File: config.mk
export PLATFORM = sky130hd
export DESIGN_NAME = btb_fetch_unit_flat
export DESIGN_NICKNAME = d
export VERILOG_FILES = /design/src/rtl/btb_fetch_unit_if.sv /design/src/rtl/btb_fetch_unit.sv /design/src/flat_wrapper.sv
export SDC_FILE = /design/constraint.sdc
export NUM_CORES = 1
export LEC_CHECK = 0
export CORE_ASPECT_RATIO = 1.75
export CORE_MARGIN = 10
export CORE_UTILIZATION = 35
export DETAILED_ROUTE_END_ITERATION = 16
export PLACE_DENSITY = 0.53
export RECOVER_POWER = 25
export SLEW_MARGIN = 20
export SYNTH_ARGS = -nofsm -noshare
export SYNTH_HDL_FRONTEND = slang
export SYNTH_SLANG_ARGS = --single-unit
export TNS_END_PERCENT = 5
File: constraint.sdc
create_clock -name clk -period 7.4 [get_ports clk]
set_clock_uncertainty 0.2 [all_clocks]
set_input_delay 2.22 -clock clk [delete_from_list [all_inputs] [get_ports clk]]
set_output_delay 2.22 -clock clk [all_outputs]
set_load 0.005 [all_outputs]
File: src/rtl/btb_fetch_unit_if.sv
// Fetch-unit bus: control/update inputs from fetch and resolve, prediction and
// monitoring outputs back to them.
interface btb_fetch_unit_if #(
  parameter int unsigned PC_W  = 32,
  parameter int unsigned CNT_W = 16
);
  logic              pc_en;
  logic              redirect;
  logic [PC_W-1:0]   redirect_pc;
  logic              flush;
  logic              upd_valid;
  logic [PC_W-1:0]   upd_pc;
  logic [PC_W-1:0]   upd_target;
  logic              upd_taken;
  logic              upd_is_jump;
  logic [PC_W-1:0]   pc;
  logic              pred_taken;
  logic [PC_W-1:0]   pred_target;
  logic [CNT_W-1:0]  redirect_cnt;

  modport master (
    output pc_en, redirect, redirect_pc, flush,
           upd_valid, upd_pc, upd_target, upd_taken, upd_is_jump,
    input  pc, pred_taken, pred_target, redirect_cnt
  );

  modport slave (
    input  pc_en, redirect, redirect_pc, flush,
           upd_valid, upd_pc, upd_target, upd_taken, upd_is_jump,
    output pc, pred_taken, pred_target, redirect_cnt
  );
endinterface

File: src/rtl/btb_fetch_unit.sv
// Fetch PC register with a direct-mapped BTB and 2-bit direction counters;
// predicts the next fetch PC in the same cycle and counts redirects.
module btb_fetch_unit #(
  parameter int                ENTRIES  = 16,
  parameter int                PC_W     = 32,
  parameter logic [PC_W-1:0]   PC_INIT  = '0,
  parameter logic [1:0]        CTR_INIT = 2'b01,
  parameter int                CNT_W    = 16
) (
  input  logic               clk,
  input  logic               rst,
  btb_fetch_unit_if.slave    bus
);

  localparam int unsigned IDX_W = $clog2(ENTRIES);
  localparam int unsigned TAG_W = PC_W - IDX_W - 2;

  logic [ENTRIES-1:0]  valid;
  logic [1:0]          ctr     [ENTRIES];
  logic [TAG_W-1:0]    tag_mem [ENTRIES];
  logic [PC_W-1:0]     tgt_mem [ENTRIES];

  logic [PC_W-1:0]     pc_q;
  logic [CNT_W-1:0]    cnt_q;

  logic [IDX_W-1:0]    lk_idx;
  logic [TAG_W-1:0]    lk_tag;
  logic                lk_hit;
  logic                lk_taken;
  logic [PC_W-1:0]     lk_next;

  logic [IDX_W-1:0]    u_idx;
  logic [TAG_W-1:0]    u_tag;
  logic                u_hit;
  logic                u_active;
  logic                u_alloc;
  logic                u_ctr_we;
  logic                u_tgt_we;
  logic [1:0]          u_ctr;
  logic [1:0]          u_ctr_nxt;

  // Byte-offset bits never participate in lookup or update.
  logic                unused_offset;
  assign unused_offset = ^{bus.pc[1:0], bus.upd_pc[1:0]};

  // Lookup on the current fetch PC, reading pre-edge array state.
  always_comb begin
    lk_idx   = pc_q[IDX_W+1:2];
    lk_tag   = pc_q[PC_W-1:IDX_W+2];
    lk_hit   = valid[lk_idx] && (tag_mem[lk_idx] == lk_tag);
    lk_taken = lk_hit && ctr[lk_idx][1];
    lk_next  = lk_taken ? tgt_mem[lk_idx] : pc_q + PC_W'(4);
  end

  // Update decode from the resolve stage; flush drops the update entirely.
  always_comb begin
    u_idx     = bus.upd_pc[IDX_W+1:2];
    u_tag     = bus.upd_pc[PC_W-1:IDX_W+2];
    u_hit     = valid[u_idx] && (tag_mem[u_idx] == u_tag);
    u_active  = bus.upd_valid && !bus.flush;
    u_alloc   = u_active && !u_hit && (bus.upd_taken || bus.upd_is_jump);
    u_ctr_we  = u_alloc || (u_active && u_hit);
    u_tgt_we  = u_active && (bus.upd_taken || bus.upd_is_jump);
    u_ctr     = ctr[u_idx];
    u_ctr_nxt = u_ctr;
    if (!u_hit) begin
      u_ctr_nxt = bus.upd_is_jump ? 2'b11 : 2'b10;
    end else if (bus.upd_is_jump) begin
      u_ctr_nxt = 2'b11;
    end else if (bus.upd_taken) begin
      u_ctr_nxt = (u_ctr == 2'b11) ? 2'b11 : u_ctr + 2'd1;
    end else begin
      u_ctr_nxt = (u_ctr == 2'b00) ? 2'b00 : u_ctr - 2'd1;
    end
  end

  // Valid bits and direction counters: reset and flush both clear them.
  always_ff @(posedge clk or posedge rst) begin
    if (rst) begin
      valid <= '0;
      for (int i = 0; i < ENTRIES; i++) ctr[i] <= CTR_INIT;
    end else if (bus.flush) begin
      valid <= '0;
      for (int i = 0; i < ENTRIES; i++) ctr[i] <= CTR_INIT;
    end else begin
      if (u_alloc)  valid[u_idx] <= 1'b1;
      if (u_ctr_we) ctr[u_idx]   <= u_ctr_nxt;
    end
  end

  // Tag and target storage is qualified by valid, so it carries no reset.
  always_ff @(posedge clk) begin
    if (u_alloc)  tag_mem[u_idx] <= u_tag;
    if (u_tgt_we) tgt_mem[u_idx] <= bus.upd_target;
  end

  // Fetch PC: redirect beats advance.
  always_ff @(posedge clk or posedge rst) begin
    if (rst) begin
      pc_q <= PC_INIT;
    end else if (bus.redirect) begin
      pc_q <= bus.redirect_pc;
    end else if (bus.pc_en) begin
      pc_q <= lk_next;
    end
  end

  // Saturating redirect counter for performance monitoring.
  always_ff @(posedge clk or posedge rst) begin
    if (rst) begin
      cnt_q <= '0;
    end else if (bus.redirect && (cnt_q != {CNT_W{1'b1}})) begin
      cnt_q <= cnt_q + CNT_W'(1);
    end
  end

  assign bus.pc           = pc_q;
  assign bus.pred_taken   = lk_taken;
  assign bus.pred_target  = lk_next;
  assign bus.redirect_cnt = cnt_q;

endmodule

File: src/flat_wrapper.sv
// flat-port wrapper written by rule: the top's interface ports become plain ports
module btb_fetch_unit_flat 
#(
  parameter int                ENTRIES  = 16,
  parameter int                PC_W     = 32,
  parameter logic [PC_W-1:0]   PC_INIT  = '0,
  parameter logic [1:0]        CTR_INIT = 2'b01,
  parameter int                CNT_W    = 16
)
  (clk, rst, bus_pc_en, bus_redirect, bus_redirect_pc, bus_flush, bus_upd_valid, bus_upd_pc, bus_upd_target, bus_upd_taken, bus_upd_is_jump, bus_pc, bus_pred_taken, bus_pred_target, bus_redirect_cnt);
  btb_fetch_unit_if #(.PC_W(PC_W), .CNT_W(CNT_W)) bus_i ();
  input  logic clk;
  input  logic rst;
  input wire logic [$bits(bus_i.pc_en)-1:0] bus_pc_en;
  input wire logic [$bits(bus_i.redirect)-1:0] bus_redirect;
  input wire logic [$bits(bus_i.redirect_pc)-1:0] bus_redirect_pc;
  input wire logic [$bits(bus_i.flush)-1:0] bus_flush;
  input wire logic [$bits(bus_i.upd_valid)-1:0] bus_upd_valid;
  input wire logic [$bits(bus_i.upd_pc)-1:0] bus_upd_pc;
  input wire logic [$bits(bus_i.upd_target)-1:0] bus_upd_target;
  input wire logic [$bits(bus_i.upd_taken)-1:0] bus_upd_taken;
  input wire logic [$bits(bus_i.upd_is_jump)-1:0] bus_upd_is_jump;
  output wire logic [$bits(bus_i.pc)-1:0] bus_pc;
  output wire logic [$bits(bus_i.pred_taken)-1:0] bus_pred_taken;
  output wire logic [$bits(bus_i.pred_target)-1:0] bus_pred_target;
  output wire logic [$bits(bus_i.redirect_cnt)-1:0] bus_redirect_cnt;
  assign bus_i.pc_en = bus_pc_en;
  assign bus_i.redirect = bus_redirect;
  assign bus_i.redirect_pc = bus_redirect_pc;
  assign bus_i.flush = bus_flush;
  assign bus_i.upd_valid = bus_upd_valid;
  assign bus_i.upd_pc = bus_upd_pc;
  assign bus_i.upd_target = bus_upd_target;
  assign bus_i.upd_taken = bus_upd_taken;
  assign bus_i.upd_is_jump = bus_upd_is_jump;
  assign bus_pc = bus_i.pc;
  assign bus_pred_taken = bus_i.pred_taken;
  assign bus_pred_target = bus_i.pred_target;
  assign bus_redirect_cnt = bus_i.redirect_cnt;
  btb_fetch_unit #(.ENTRIES(ENTRIES), .PC_W(PC_W), .PC_INIT(PC_INIT), .CTR_INIT(CTR_INIT), .CNT_W(CNT_W)) u_core (.clk(clk), .rst(rst), .bus(bus_i));
endmodule
# After elaboration in Yosys (flattened, before gate mapping)
# Memory sizes are Yosys's and may differ from the RTL's.
# Cells that the tools add are included.
# totals
register_bits	96
mem_bits_rw	928
word_cells	89
memories	2
# memory_table
name	depth	width	rd	rd_clocked_by_memory_dff	wr	line	rtl
u_core.tgt_mem	16	32	1	0	1	btb_fetch_unit.sv:21	logic [PC_W-1:0] tgt_mem [ENTRIES];
u_core.tag_mem	16	26	2	0	1	btb_fetch_unit.sv:20	logic [TAG_W-1:0] tag_mem [ENTRIES];
# op_classes
add_sub_neg	4
order_cmp	6
eq_ne	4
mux	32
bitwise	3
reduce_logical	19
# op_table
operator	count
2-to-1 mux 32 bit	5
== test 26 bit	2
adder 32 x 3 -> 32 bit, second input constant	1
bitwise mux 32 bit	1
2-to-1 mux 16 bit	2
2-to-1 mux 2 bit	10
adder 16 x 1 -> 16 bit, second input constant	1
binary-select mux 2 bit (select 4 bit)	2
!= test 16 bit, second input constant	1
OR 16 bit	1
logical AND 1 bit	11
greater-or-equal comparator 5 bit, second input constant	2
less-than comparator 4 x 5 -> 1 bit, second input constant	2
NOT 4 -> 5 bit	2
binary-select mux 1 bit (select 4 bit)	2
demux 2 bit (select 4 bit)	1
2-to-1 mux 1 bit	8
nonzero test 2 bit	3
less-than comparator 5 x 1 -> 1 bit, second input constant	1
demux 1 bit (select 4 bit)	1
greater-or-equal comparator 4 x 1 -> 1 bit, second input constant	1
adder 2 x 1 -> 2 bit, second input constant	1
== test 2 bit, second input constant	1
logical NOT 1 bit	2
other kinds (3)	4

# Longest topological paths before layout
# logic_depth
ltp_word	12
depth_mapped	16
depth_no_buf	9

# Least setup slack after synthesis
# No wires, ideal clock.
# synth_timing
path_kind	input to register
startpoint	in bus_upd_pc[4]
endpoint	mem u_core.tag_mem[7][0] in the netlist's numbering (enable)
t_arrival_ns	5.869
slack_ns	0.950
cell_stages	7
path_buffers	1
path_cell_list	clkbuf_1 clkinv_1 nor2_1 nand2_1 nor2_1 o21ai_0 inv_1
# synth_between
elab_chain_len	8
word_cells_on_any_way	10
classes_between	eq/ne (1); mux (4); reduce/logical (4); memory (1)
# synth_rtl
item	line	rtl
start: declaration	flat_wrapper.sv:19	input wire logic [$bits(bus_i.upd_pc)-1:0] bus_upd_pc;
memory read (16 x 26 bit) or binary-select mux 1 bit (select 4 bit) (tied branches)	--	
== test 26 bit or 2-to-1 mux 1 bit (tied branches)	btb_fetch_unit.sv:59	u_hit = valid[u_idx] && (tag_mem[u_idx] == u_tag);
logical AND 1 bit	btb_fetch_unit.sv:59	
logical NOT 1 bit	btb_fetch_unit.sv:61	u_alloc = u_active && !u_hit && (bus.upd_taken || bus.upd_is_jump);
logical AND 1 bit (2 in a row)	btb_fetch_unit.sv:61	
2-to-1 mux 1 bit	btb_fetch_unit.sv:93	if (u_alloc) tag_mem[u_idx] <= u_tag;
2-to-1 mux 1 bit (implied by the code)	btb_fetch_unit.sv:93	
end: declaration	btb_fetch_unit.sv:20	
# Parallel ways exist; a longest one is shown, timed or not. The select of a mux whose other input is x is not followed.

# Worst setup path in the final report
# layout_timing
startpoint	reg u_core.pc_q[2], in the netlist u_core.bus.pc[2]
endpoint	out bus_pred_target[9]
# layout_between
elab_chain_len	6
word_cells_on_any_way	13
classes_between	add/sub (1); eq/ne (1); mux (6); bitwise (1); reduce/logical (2); memory (2)
# layout_rtl
item	line	rtl
start: declaration	btb_fetch_unit.sv:23	logic [PC_W-1:0] pc_q;
start signal: assignment	btb_fetch_unit.sv:102	pc_q <= bus.redirect_pc;
start signal: assignment	btb_fetch_unit.sv:104	pc_q <= lk_next;
parallel branches: the longest is 5 deep, another holds memory read (16 x 26 bit)	--	
2-to-1 mux 32 bit (*)	btb_fetch_unit.sv:52	lk_next = lk_taken ? tgt_mem[lk_idx] : pc_q + PC_W'(4);
end: declaration	flat_wrapper.sv:25	output wire logic [$bits(bus_i.pred_target)-1:0] bus_pred_target;
# Mark *: on every way between the ends. The select of a mux whose other input is x is not followed.

==> results.tsv <==
metric	value	unit
multiplexer fraction of the synthesized cell area	0.215	
time the worst path needs with I/O delays and setup	7540	ps
number of synthesized flops with an enable pin	928	
area share of fa/ha/maj cells after synthesis	0.000975	
I/O pin cnt	185	
chip height	500	um
Pwr Total	13.6	mW
gr busiest metal	met2	
area fraction in and, or, nand and nor cells after synthesis	0.0417	
fraction of synthesis flops using an asynchronous set or reset pin	0.0938	
share of the yosys chip area belonging to registers	0.656	
worst-case setup margin in the final layout	-139	ps
met2 usage	0.369	
via density per instance	5.95	
leading post-synthesis cells by cell area	edfxtp_1, mux4_2, dfrtp_1	
routed via count	27800	
CTS root buffer	clkbuf_16	
number of DRC markers after the initial detailed-route iteration	3073	
Final GP Congestion	1.00	
number of stages on the worst hold path	1	
run status	complete, but fails checks	
Filler Cells Inserted	11700	
final critical-path share of the clock period	1.02	
Critical Path RT	4980	ps
netlist area before placement	46200	um2
peak clock frequency supported by timing	133	MHz
Clock Sink Count	1024	
R2R Path Start	u_core.bus.pc[2]$_DFFE_PP0P_	
violated checks	max-capacitance violations, max-slew violations, negative setup slack	
Slew Limit Fails	50	
CP most frequent cell	buf_12	
Mapped Avg Cell Area	17.9	um2
data arrival time at the worst-slack endpoint	5120	ps
TritonCTS clock tree	done	
total die area	147000	um2
setup violators final	4	
series of cell instances along the critical path	buf_12 -> mux4_2 -> o32ai_2 -> nor4_2 -> o31ai_1 -> or4_4 -> or3_4 -> buf_12 -> mux2_4 -> clkdlybuf4s50_1	
CP startpoint kind	register	
TNS Setup	-481	ps
leading area contributor after synthesis	edfxtp_1	
most common cell after layout, fill and taps aside	edfxtp_1	
Primary FF master, synth	edfxtp_1	
initial core utilization	0.352	
worst-case vdd ir drop	0.000248	V
number of design rule violations left after detail routing	0	
synth unique cells	82	
PwrDens	249	nW/um2
post-placement setup slack	23.0	ps
Hold-fix buffers, CTS	0	
Detailed Routing Iterations Pass 1	6	
Clk pin slew, worst setup/hold paths	60	ps
count of state elements after synthesis	1024	
complex-gate fraction of the synthesized area	0.0476	
FP Rows	176	
Register-to-Register Setup Slack	2720	ps
residual overflow from global routing	0	
worst hold path startpoint	u_core.bus.redirect_cnt[6]$_DFFE_PP0P_	
maximum fanout along the worst path	13	
net count after synthesis	2692	
Mapped Cells	2586	
gate family responsible for the most delay along the worst path	simple AND/OR/NAND/NOR gates	
global-route wire length before repair	225	mm
number of cells traversed by the worst register-to-register path	10	
core region area	131000	um2
total wirelength of the detailed-routed design	161	mm
Slew headroom	-0.520	
DIE WIDTH	295	um
classification of the worst-slack hold path	register to register	
Post-DRT Antenna Nets	0	
Final nets	3003	
layout overhead on the synthesized area	18.4	%
clock buffers created by TritonCTS	99	
Max-cap violations	1	
number of H-tree levels	3	
vias in the first global route	29300	
fraction of final layout cells sized beyond drive strength 1	0.268	
most used cells in the layout excluding fill and tap cells	edfxtp_1, mux4_2, mux2i_1	
Final Hold Violating Endpoints	0	
final HPWL from detailed placement	107	mm
transition at the pin with the smallest max-transition slack	2270	ps
classification of the worst setup path	register to output port	
Warnings, synthesis	0	
cell with the largest stage delay on the worst path	nor4_2	
Total GRT Usage	0.216	
unrepaired setup endpoints after global routing	true	
input/output buffers	182	
static power due to leakage	18.3	nW
CP bufs+invs	3	
endpoint kind of the worst setup timing path	output port	
number of antenna violations at the first check in global routing	18	
area share of xor/xnor cells in the synthesized design	0.0157	
routed len/inst	34.4	um
max incr delay on CP	660	ps
largest net degree at the start of global routing	76	
Synth top area share	0.603	
met3 track demand over resource	0.0385	
destination of the worst register-to-register timing path	u_core.bus.pc[19]$_DFFE_PP0P_	
hold path endpoint	u_core.bus.redirect_cnt[6]$_DFFE_PP0P_	
Max Root-Sink Buffers	3	
dominant combinational cell family by area after synthesis	multiplexers	
Skew-Pair Late Insertion Delay	740	ps
met1 demand-to-capacity share in global routing	0.252	
## report_power, final
| part | switching, mW | total [mW] | internal (mW) | leakage (nW) |
|---|---|---|---|---|
| registers | 0.109 | 6.51 | 6.40 | 9.56 |
| clock network | 2.26 | 5.14 | 2.88 | 1.59 |
| logic | 1.10 | 1.96 | 0.855 | 7.17 |
| total | 3.47 | 13.6 | 10.1 | 18.3 |
## worst register-to-register path: cells and delay by family, from the launching register on
family                 cells  cell delay, ps
AND/OR/NAND/NOR            3            1690
buffers and inverters      2             380
multiplexers               2             820
AO/OA/AOI/OAI              3             860
flip-flops                 1             590
## worst max-delay path by stage
stage                     slack (ps)  cells after the start                    startpoint                             end
after floorplan                  950                      7                 bus_upd_pc[4]  u_core.tag_mem[7][0]$_DFFE_PP_
after global placement           -40                      9  u_core.bus.pc[2]$_DFFE_PP0P_              bus_pred_target[2]
after detailed placement          20                      9  u_core.bus.pc[2]$_DFFE_PP0P_              bus_pred_target[2]
after CTS                       -150                     11  u_core.bus.pc[2]$_DFFE_PP0P_              bus_pred_target[2]
after global routing            -200                     11  u_core.bus.pc[2]$_DFFE_PP0P_              bus_pred_target[2]
final                           -140                     10  u_core.bus.pc[2]$_DFFE_PP0P_              bus_pred_target[9]
## stage by stage
| step | util | instances | hold WS (ps) | instance area (um2) |
|---|---|---|---|---|
| finish | 0.417 | 4677 | 299 | 54700 |
| global route | 0.417 | 4671 | 332 | 54700 |
| CTS | 0.416 | 4662 | 304 | 54600 |
| detailed placement | 0.389 | 4471 | 294 | 51100 |
| global placement | 0.389 | 4471 | 271 | 51100 |
| floorplan | - | 2586 | 278 | 46200 |
## final cells by class
| type | count | area (um2) | area share |
|---|---|---|---|
| Sequential cell | 1024 | 30300 | 0.554 |
| Multi-Input combinational cell | 1334 | 15000 | 0.275 |
| Timing Repair Buffer | 373 | 3690 | 0.0675 |
| Clock buffer | 135 | 2680 | 0.0491 |
| Tap cell | 1691 | 2120 | 0.0387 |
| Clock inverter | 46 | 596 | 0.0109 |
| Inverter | 65 | 248 | 0.00453 |
| Antenna cell | 9 | 22.5 | 0.000412 |
## cells in the mapped netlist (all sizes together), types with 24 or more instances
cell and instances:
nand3 41, xnor2 66, nor2 78, nand4 24, nor3 28, o21ai 49
a21oi 43, nand2b 26, buf 94, mux4 329, o22ai 29, dfrtp 80
clkbuf 69, nand2 80, a221o 32, edfxtp 928, mux2i 163, mux2 72
a31oi 28, inv 63, and3 28
## metal layers
metal,vias up,part of all wire
met4,10,0.065
met5,-,0.00043
li1,11300,-
met2,1298,0.50
met1,14800,0.37
met3,387,0.066
## timing repair
| item | 4_1_cts | 5_1_grt |
|---|---|---|
| setup buffers | 8 | 6 |
| cloned | 2 | 0 |
| hold endpoints to repair | 0 | 0 |
| pin swaps | 1 | 3 |
| setup endpoints to repair | 33 | 32 |
| gates resized for setup | 48 | 15 |
## flip-flops by register name, indices dropped and copies added (netlist names)
signal and flops:
u_core.bus.pc 32, u_core.tag_mem 416, u_core.tgt_mem 512, u_core.ctr 32
u_core.bus.redirect_cnt 16, u_core.valid 16
## logic make-up (layout without fill, tap and decap cells)
family | count (synthesis) | after routing
AOI/OAI and AO/OA | 306 | 306
xor gates and xnor gates | 83 | 83
adders and majority gates | 4 | 4
buffers and inverters | 228 | 619
DFF | 1024 | 1024
muxes | 564 | 564
other | 0 | 9
and+or+nand+nor | 377 | 377
Note: power is estimated with default switching activity, not from simulation.
